$ cat src/rtl/alu_seq.sv
// Handshaked sequential ALU: shift-add, add-triple, negate, abs-diff, optional iterative mul.
// Define ALU_SEQ_MUL_EN to build the shift-add multiplier (op 100); otherwise op 100 is reserved.
module alu_seq #(
  parameter int WIDTH = 6
) (
  input  logic             clk,
  input  logic             rst,
  input  logic             in_valid,
  output logic             in_ready,
  input  logic [2:0]       op_code,
  input  logic [WIDTH-1:0] a,
  input  logic [WIDTH-1:0] b,
  output logic             out_valid,
  input  logic             out_ready,
  output logic [WIDTH-1:0] out,
  output logic [WIDTH-1:0] out_hi,
  output logic             cout,
  output logic             zero,
  output logic             err
);

  typedef enum logic [1:0] {
    IDLE,
`ifdef ALU_SEQ_MUL_EN
    BUSY,
`endif
    DONE
  } state_t;

  localparam logic [2:0] OP_SHIFT = 3'b000;
  localparam logic [2:0] OP_ADD   = 3'b001;
  localparam logic [2:0] OP_NEG   = 3'b010;
  localparam logic [2:0] OP_ABS   = 3'b011;

  state_t state;

  // single-cycle datapath
  logic [WIDTH-1:0]        a_sh;
  logic [WIDTH:0]          sh_sum;
  logic [WIDTH+1:0]        add_s;
  logic signed [WIDTH+1:0] abs_d;
  logic [WIDTH+1:0]        abs_m;
  logic [WIDTH-1:0]        neg_r;
  logic [WIDTH-1:0]        sc_out;
  logic                    sc_cout;
  logic                    sc_err;

  assign a_sh   = a << 2;
  assign sh_sum = {1'b0, a_sh} + {1'b0, b >> 1};
  assign add_s  = {2'b00, a} + {2'b00, b} + {1'b0, b, 1'b0};
  assign abs_d  = $signed({1'b0, a, 1'b0}) - $signed({2'b00, b});
  assign abs_m  = abs_d[WIDTH+1] ? $unsigned(-abs_d) : $unsigned(abs_d);
  assign neg_r  = {WIDTH{1'b0}} - b;

  always_comb begin
    sc_out  = '0;
    sc_cout = 1'b0;
    sc_err  = 1'b0;
    case (op_code)
      OP_SHIFT: begin sc_out = sh_sum[WIDTH-1:0]; sc_cout = sh_sum[WIDTH];           end
      OP_ADD:   begin sc_out = add_s[WIDTH-1:0];  sc_cout = |add_s[WIDTH+1:WIDTH];   end
      OP_NEG:   begin sc_out = neg_r;                                                end
      OP_ABS:   begin sc_out = abs_m[WIDTH-1:0];  sc_cout = |abs_m[WIDTH+1:WIDTH];   end
      default:  sc_err = 1'b1;
    endcase
  end

`ifdef ALU_SEQ_MUL_EN
  localparam int          CW     = $clog2(WIDTH + 1);
  localparam logic [2:0]  OP_MUL = 3'b100;

  // {m_hi, m_lo} is the shifting partial product; m_lo starts as the multiplier
  logic [WIDTH-1:0] m_a;
  logic [WIDTH-1:0] m_hi;
  logic [WIDTH-1:0] m_lo;
  logic [CW-1:0]    cnt;
  logic [WIDTH:0]   m_sum;
  logic [WIDTH-1:0] m_hi_nx;
  logic [WIDTH-1:0] m_lo_nx;
  logic [WIDTH-1:0] hi_q;

  assign m_sum   = {1'b0, m_hi} + {1'b0, (m_lo[0] ? m_a : {WIDTH{1'b0}})};
  assign m_hi_nx = m_sum[WIDTH:1];
  assign m_lo_nx = {m_sum[0], m_lo[WIDTH-1:1]};
  assign out_hi  = hi_q;
`else
  assign out_hi  = '0;
`endif

  assign in_ready  = (state == IDLE);
  assign out_valid = (state == DONE);
  assign zero      = (out == '0);

  always_ff @(posedge clk) begin
    if (rst) begin
      state <= IDLE;
      out   <= '0;
      cout  <= 1'b0;
      err   <= 1'b0;
`ifdef ALU_SEQ_MUL_EN
      hi_q  <= '0;
      m_a   <= '0;
      m_hi  <= '0;
      m_lo  <= '0;
      cnt   <= '0;
`endif
    end else begin
      case (state)
        IDLE: begin
          if (in_valid) begin
`ifdef ALU_SEQ_MUL_EN
            if (op_code == OP_MUL) begin
              m_a   <= a;
              m_hi  <= '0;
              m_lo  <= b;
              cnt   <= CW'(WIDTH);
              state <= BUSY;
            end else begin
              hi_q  <= '0;
`else
            begin
`endif
              out   <= sc_out;
              cout  <= sc_cout;
              err   <= sc_err;
              state <= DONE;
            end
          end
        end
`ifdef ALU_SEQ_MUL_EN
        BUSY: begin
          m_hi <= m_hi_nx;
          m_lo <= m_lo_nx;
          cnt  <= cnt - 1'b1;
          // the final iteration's result goes straight to the output registers
          if (cnt == CW'(1)) begin
            out   <= m_lo_nx;
            hi_q  <= m_hi_nx;
            cout  <= |m_hi_nx;
            err   <= 1'b0;
            state <= DONE;
          end
        end
`endif
        DONE: begin
          if (out_ready) state <= IDLE;
        end
        default: state <= IDLE;
      endcase
    end
  end

endmodule

$ cat config.mk
export PLATFORM = sky130hd
export DESIGN_NAME = alu_seq
export DESIGN_NICKNAME = d
export VERILOG_FILES = /design/src/rtl/alu_seq.sv
export SDC_FILE = /design/constraint.sdc
export NUM_CORES = 1
export LEC_CHECK = 0
export CORE_MARGIN = 4
export CORE_UTILIZATION = 54
export CTS_CLUSTER_DIAMETER = 150
export DETAILED_ROUTE_END_ITERATION = 12
export GPL_ROUTABILITY_DRIVEN = 1
export PLACE_DENSITY = 0.86
export SLEW_MARGIN = 20
export SYNTH_ARGS = -nofsm -noshare
export SYNTH_HDL_FRONTEND = slang
export SYNTH_SLANG_ARGS = --single-unit
$ cat constraint.sdc
create_clock -name clk -period 4.1 [get_ports clk]
set_input_delay 0.41 -clock clk [delete_from_list [all_inputs] [get_ports clk]]
set_output_delay 0.41 -clock clk [all_outputs]
set_load 0.05 [all_outputs]
Word level (Yosys, flattened, before mapping). Index checks and enable logic that the tools add are counted.

Magnitude comparators: 0. Bitwise logic cells: 0. Muxes and demuxes: 7. Add/subtract/negate cells: 6. Multiply operators: 0. Reduce and logical (&&, ||, !) cells: 8. Shift-type cells: 0. Equal/unequal tests: 6. Divide/modulo/power cells: 0.

Operator list (number): one-hot mux 6 bit (4 select lines) (1); adder 7 x 7 -> 8 bit (1); two-way mux 8 bit (1); negation 8 bit (1); subtractor 7 x 6 -> 8 bit (1); adder 6 x 5 -> 7 bit (1); adder 6 x 6 -> 7 bit (1); equality test 3 x 2 -> 1 bit, second input constant (2); logical NOT 6 bit (1); subtractor 1 x 6 -> 6 bit, first input constant (1); two-way mux 2 bit (2); one-hot mux 2 bit (2 select lines) (1); AND reduction 2 bit (2); OR reduction 2 bit (2); OR reduction 4 bit (1); equality test 3 x 1 -> 1 bit, second input constant (1); logical NOT 3 bit (1); one-hot mux 1 bit (3 select lines) (1); equality test 2 x 1 -> 1 bit, second input constant (1); logical NOT 2 bit (1); != test 2 x 1 -> 1 bit, second input constant (1); != test 2 bit, second input constant (1); two-way mux 1 bit (1).

Word-level logic and storage cells: 31. Flip-flop bits (word level): 10. Input bits: 19. Memories kept: 0. Output and inout bits: 17. Bits in writable memories: 0. Latch bits: 0. ROM bits: 0.

Longest topological paths before layout. Gate-level depths: netlist of run 1.

Depth in word-level cells: 5. Depth in mapped cells: 11. Gate-level depth less buffers: 11.

Least setup slack after synthesis of run 1. OpenSTA, ideal clock, no wires.

Kind: register to output. Start: register out[2]. End: output port zero. Data required time: 3690 ps. Arrival: 2088 ps. Slack: 1602 ps. Path buffers: 0. Cell stages (with the launch flop): 3. Cell sequence: dfxtp_1 -> or4_1 -> nor3_1.

Word-level cells in the longest chain between the ends: 1.

RTL lines: start: declaration (line 15) `output logic [WIDTH-1:0] out,`; start signal: assignment (line 123) `out <= sc_out;`; logical NOT 6 bit (line 92) `assign zero = (out == '0);`; end: declaration (line 18) `output logic zero,`.

Every way passes these cells.

Worst setup path after layout of run 1.
Start: input port b[0]. End: register out[5].

Word-level cells in the longest chain between the ends: 4. Elaborated cells on any way between the ends: 7. Those cells by class: add/sub (5); mux (2).

RTL lines: start: declaration (line 12) `input logic [WIDTH-1:0] b,`; subtractor 7 x 6 -> 8 bit (line 51) `assign abs_d = $signed({1'b0, a, 1'b0}) - $signed({2'b00, b});`; negation 8 bit (line 52) `assign abs_m = abs_d[WIDTH+1] ? $unsigned(-abs_d) : $unsigned(abs_d);`; two-way mux 8 bit (line 52); one-hot mux 6 bit (4 select lines) * (line 59) `case (op_code)`.

Mark *: on every way between the ends. The rest lies on a longest branch, timed or not. A chain may end at the register's enable or synchronous reset.

==> impl_metrics.py, run 1 <==
metrics = {
    "critical_path": {
        "required_ps": 4300,
        "crit_path_frequent_cell": "fa_1",
        "timing.rr.start": "state[0]$_SDFFE_PP0P_",
        "crit_path_end_kind": "flip-flop",
        "path_class": "in2reg",
        "r2r_slack_ps": 2530,
        "critPathMaxFanout": 7,
        "critPathLaunch": "b[0]",
        "r2r_cells": 6,
        "crit_chain": "clkdlybuf4s50_1, fa_1, ha_1, inv_1, fa_1, nand2b_1, o2bb2ai_1, xor2_1, mux2i_1, o21ai_0, and3_1, a21oi_1",
        "cp-start-kind": "input port",
        "crit_path_end": "out[5]$_SDFFE_PP0P_",
        "worst_ep_arrival_time_ps": 3250,
        "r2r_end": "cout$_SDFFE_PP0P_",
        "crit_path_max_incr_delay_ps": 610,
        "crit_slowest_cell": "fa_1",
    },
    "timing": {
        "drv_slew": 0,
        "finalCritPeriodShare": 0.745,
        "max_slew_margin": 0.628,
        "timing.fmax_ghz": 0.328,
        "skew_ps": 10.2,
        "setup_violations": 0,
        "hold_violations": 0,
        "worstMarginPinSlew_ps": 544,
        "tns_ps": 0,
        "fin_ws_ps": 1050,
        "min_period_ps": 3050,
        "grt_setup_unrepaired": "no",
    },
    "power": {
        "combPwrFrac": 0.637,
        "p_leak_nw": 0.763,
        "netSwitchingFraction": 0.467,
        "peakVddDrop_uv": 254,
        "switchingPower_uw": 216,
        "p_clk_frac": 0.153,
        "seqPwrFrac": 0.209,
        "intPower_uw": 247,
        "p_per_area_nw_per_um2": 259,
    },
    "synthesis": {
        "synth_enable_flop_cells": 0,
        "synthFlopType": "dfxtp_1",
        "synth_cell_types": 43,
        "async_flop_share": 0,
        "syn_area_um2": 1480,
        "ys_seq_area_frac": 0.122,
        "ys_ff_latch": 9,
        "avgSynthCellArea_um2": 8.03,
        "synth_cells": 184,
        "yosys_warnings": 0,
    },
    "cells_and_area": {
        "area_growth_pct": 21.2,
        "final_common_cell": "clkdlybuf4s50_1",
        "stdcell_area_um2": 1790,
        "finalNonFillerCells": 242,
        "final_layout_size_suffix_gt1_frac": 0.0425,
        "fin_nets": 257,
        "num-fill-cells": 215,
        "final_cell_mix": "29 x clkdlybuf4s50_1, 20 x nor2_1, 17 x ha_1",
        "utilization": 0.704,
        "num_antenna_cells": 0,
    },
    "drt": {
        "first_iter_violations": 74,
        "wire_per_inst_um": 16.8,
        "via_per_inst": 6.17,
        "routed_wl_um": 4060,
        "drc_errors": 0,
        "dr.pass1.iters": 4,
        "num_vias": 1494,
        "ant_nets": 0,
    },
    "floorplan": {
        "die_area_um2": 3640,
        "die-height_um": 60.3,
        "rows": 18,
        "initial_core_util": 0.581,
        "core_area_um2": 2540,
        "die_w_um": 60.3,
        "pin_count": 36,
    },
    "global_route": {
        "track_usage": 0.236,
        "grt-ovfl-total": 0,
        "grt_pass1_wl_um": 6540,
        "grt_pass1_vias": 1476,
        "grt_max_degree": 18,
        "antenna_found_initial": 0,
    },
    "min_path": {
        "holdPathStages": 2,
        "holdCritPathClass": "reg2reg",
    },
    "clock_tree": {
        "cts_tree": "yes",
        "path_clk_slew_ps": 70,
        "cts_setup_buffers": 0,
        "cts.sinks": 9,
        "clock_path_buffers": 2,
        "root_buffer": "clkbuf_4",
        "cts_resized": 0,
        "cts-buffers-inserted": 3,
        "cts_hold_buf": 0,
        "h-tree-depth": 1,
        "clock_latency_ps": 270,
    },
    "run_status": {
        "status": "completed",
    },
    "place": {
        "dp.cells": 238,
        "dpl_cell_area_um2": 1760,
        "hpwlAfterDp_um": 3410,
        "gp_congestion": 0.882,
        "portBuffers": 29,
        "place_ws_ps": 793,
    },
    "flow_run": {
        "cap_violations": 0,
    },
}
-- state kept, by name, indices dropped and copies added, names as in the netlist --
register and cells:
cout 1, err 1, state 1, out 6
-- worst max-delay path, delay by kind of cell --
family,cells,cell delay (ps)
AOI/OAI and AO/OA,3,380
xor gates and xnor gates,1,150
adders and majority gates,3,1190
buffers and inverters,2,630
muxes,1,130
and+or+nand+nor,2,350
-- worst min path at each step --
stage / from / endpoint / slack, ps
after floorplan: rst / err$_SDFFE_PP0P_ / 480
after global placement: err$_SDFFE_PP0P_ / err$_SDFFE_PP0P_ / 450
after detailed placement: err$_SDFFE_PP0P_ / err$_SDFFE_PP0P_ / 460
after CTS: err$_SDFFE_PP0P_ / err$_SDFFE_PP0P_ / 470
after global routing: err$_SDFFE_PP0P_ / err$_SDFFE_PP0P_ / 500
final: err$_SDFFE_PP0P_ / err$_SDFFE_PP0P_ / 470
-- layer usage --
metal  GRT usage  vias up  wire, µm
li1            -      705         -
met1       0.285      696      1590
met2       0.414       72      2050
met3      0.0238       21       238
met4       0.114        0       182
met5           0        -         0
-- cell usage after synthesis, types with 3 or more instances --
cell type | instances | area (µm²)
a211oi_1 | 4 | 30.0
o21ai_1 | 4 | 20.0
ha_1 | 17 | 213
a21oi_1 | 12 | 60.1
o21ai_0 | 7 | 35.0
xor2_1 | 11 | 96.3
inv_1 | 13 | 48.8
a21o_1 | 4 | 30.0
nand3_1 | 9 | 45.0
fa_1 | 8 | 160
buf_4 | 6 | 45.0
dfxtp_1 | 9 | 180
clkbuf_1 | 3 | 11.3
mux2i_1 | 4 | 40.0
nand2_1 | 9 | 33.8
xnor2_1 | 6 | 52.6
nor3_1 | 6 | 30.0
o211ai_1 | 3 | 22.5
nor2_1 | 20 | 75.1
-- metrics by stage --
stage | total power, mW | hold slack (ps)
after floorplan | 0.307 | 479
after global placement | 0.376 | 453
after detailed placement | 0.389 | 462
after CTS | 0.459 | 471
after global routing | 0.492 | 498
final | 0.463 | 467
-- power by group through the flow --
stage	clock [mW]	sequential, mW	combinational, mW
2_1_floorplan	0	0.117	0.191
3_3_place_gp	0	0.0985	0.278
3_5_place_dp	0	0.0990	0.290
4_1_cts	0.0707	0.0968	0.292
5_1_grt	0.0749	0.0977	0.319
6_report	0.0711	0.0969	0.295
-- kinds of logic after synthesis --
logic type,after synthesis,share of synthesized area
xor gates and xnor gates,17,0.101
buffers and inverters,23,0.0737
and+or+nand+nor,56,0.183
adders and majority gates,25,0.252
other,1,0.00254
DFF,9,0.122
muxes,5,0.0347
AOI/OAI and AO/OA,48,0.231
-- final cells by class --
cell class	instances	area [µm²]	share of cell area
inverter	13	48.8	0.0273
timing repair buffer	29	290	0.162
clock buffer	4	26.3	0.0147
sequential	9	180	0.101
tap	30	37.5	0.0210
multi-input combinational	157	1210	0.674
No activity file was read; power rests on OpenSTA's default activity.
==> run 2, diff against run 1 <==
Settings changed: CORE_UTILIZATION 54 to 50, PLACE_DENSITY 0.86 to 0.81.
Clock period 4.1 ns to 2.95 ns, I/O delays scaled along.
==> impl_metrics.py, run 2 (same netlist as run 1, synthesis figures left out) <==
metrics = {
    "drt": {
        "routed_wl_um": 3950,
        "wire_per_inst_um": 15.5,
        "via_per_inst": 5.76,
        "dr.pass1.iters": 4,
        "num_vias": 1463,
        "drc_errors": 0,
        "ant_nets": 0,
        "first_iter_violations": 61,
    },
    "global_route": {
        "grt-ovfl-total": 0,
        "track_usage": 0.210,
        "grt_pass1_vias": 1538,
        "grt_pass1_wl_um": 6800,
        "antenna_found_initial": 0,
        "grt_max_degree": 18,
    },
    "critical_path": {
        "critPathMaxFanout": 2,
        "required_ps": 3160,
        "critical-path-top-delay-family": "adder cells",
        "crit_path_max_incr_delay_ps": 560,
        "r2r_end": "cout$_SDFFE_PP0P_",
        "crit_path_end_kind": "flip-flop",
        "r2r_cells": 6,
        "cp-start-kind": "input port",
        "crit_chain": "clkdlybuf4s50_1, fa_1, ha_1, inv_1, fa_1, nand2b_1, o2bb2ai_1, xor2_1, mux2i_1, o21ai_0, and3_1, a21oi_1",
        "crit_path_frequent_cell": "fa_1",
        "crit_slowest_cell": "fa_1",
        "r2r_slack_ps": 1460,
        "crit_cells": 12,
        "timing.rr.start": "state[0]$_SDFFE_PP0P_",
        "cp_num_buf_inv": 2,
        "path_class": "in2reg",
        "worst_ep_arrival_time_ps": 2910,
    },
    "min_path": {
        "min_from": "err$_SDFFE_PP0P_",
        "hold_path_end": "err$_SDFFE_PP0P_",
        "holdPathStages": 2,
        "holdCritPathClass": "reg2reg",
    },
    "floorplan": {
        "core_area_um2": 2780,
        "die-height_um": 62.4,
        "die_w_um": 62.4,
        "pin_count": 36,
        "initial_core_util": 0.531,
        "rows": 19,
        "die_area_um2": 3890,
    },
    "power": {
        "peakVddDrop_uv": 414,
        "p_leak_nw": 0.819,
        "p_per_area_nw_per_um2": 352,
        "power.total_uw": 659,
    },
    "cells_and_area": {
        "top_register": "out",
        "stdcell_area_um2": 1880,
        "fin_nets": 268,
        "num-fill-cells": 237,
        "largest_reg_flops": 6,
        "num_antenna_cells": 0,
        "final_cell_mix": "29 x clkdlybuf4s50_1, 20 x nor2_1, 17 x ha_1",
        "final_common_cell": "clkdlybuf4s50_1",
        "area_growth_pct": 26.9,
        "final_layout_size_suffix_gt1_frac": 0.0942,
    },
    "timing": {
        "finalCritPeriodShare": 0.916,
        "worstMarginPinSlew_ps": 579,
        "timing.fmax_ghz": 0.370,
        "drv_slew": 0,
        "max_slew_margin": 0.613,
        "fin_ws_ps": 246,
        "setup_violations": 0,
        "hold_violations": 0,
        "skew_ps": 3.22,
        "min_period_ps": 2700,
        "grt_setup_unrepaired": "no",
    },
    "place": {
        "hpwlAfterDp_um": 3390,
        "place_ws_ps": -17.6,
        "portBuffers": 29,
        "dpl_cell_area_um2": 1850,
        "gp_congestion": 0.873,
    },
    "clock_tree": {
        "cts.sinks": 9,
        "cts_setup_buffers": 0,
        "cts_resized": 0,
        "clock_latency_ps": 270,
        "clock_path_buffers": 2,
        "cts_tree": "yes",
        "cts_hold_buf": 0,
        "path_clk_slew_ps": 70,
        "root_buffer": "clkbuf_4",
        "cts-buffers-inserted": 3,
        "h-tree-depth": 1,
    },
    "run_status": {
        "status": "completed",
    },
    "flow_run": {
        "cap_violations": 0,
    },
}
-- run 2: worst min-delay path: stages (launching register included) --
cell	delay [ps]
dfxtp_1	320
nand2_1	60
a21oi_1	60
-- run 2: layout make-up --
class	instances	area (µm²)	share of cell area
timing repair buffer	40	373	0.199
clock inverter	1	5.00	0.00267
sequential	9	180	0.0961
inverter	13	48.8	0.0260
clock buffer	3	22.5	0.0120
multi-input combinational	157	1210	0.644
tap	31	38.8	0.0207
-- run 2: layer usage --
layer | up-vias | track usage | wire, µm
met5 | - | 0 | 0
met4 | 0 | 0.0796 | 119
met3 | 13 | 0.0342 | 155
met2 | 44 | 0.389 | 2090
met1 | 678 | 0.235 | 1580
li1 | 728 | - | -
-- run 2: worst max-delay path by stage --
stage	start	end	slack (ps)
6_report	a[1]	out[5]$_SDFFE_PP0P_	250
5_1_grt	a[1]	out[5]$_SDFFE_PP0P_	70
4_1_cts	a[1]	out[5]$_SDFFE_PP0P_	260
3_5_place_dp	a[1]	out[5]$_SDFFE_PP0P_	-20
3_3_place_gp	a[1]	out[5]$_SDFFE_PP0P_	60
2_1_floorplan	out[2]$_SDFFE_PP0P_	zero	570
-- run 2: stage by stage --
stage          utilization  setup TNS, ps  instances  hold slack [ps]
5_1_grt              0.674              0        254              522
2_1_floorplan            -              0        189              364
3_3_place_gp         0.664              0        250              444
3_5_place_dp         0.664          -17.6        250              476
4_1_cts              0.674              0        254              492
6_report             0.674              0        254              487
-- run 2: power by group --
| part | switching, mW | total, mW | leakage, nW | internal [mW] |
|---|---|---|---|---|
| Combinational | 0.248 | 0.423 | 0.727 | 0.175 |
| Clock | 0.0505 | 0.101 | 0.0177 | 0.0503 |
| Sequential | 0.00602 | 0.135 | 0.0736 | 0.129 |
| Total | 0.305 | 0.659 | 0.819 | 0.355 |
==> run 3, diff against run 2 <==
Settings changed: SKIP_LAST_GASP set to 1.
==> results of run 3 <==
The final DEF is identical to that of run 2; final timing and power are the same.
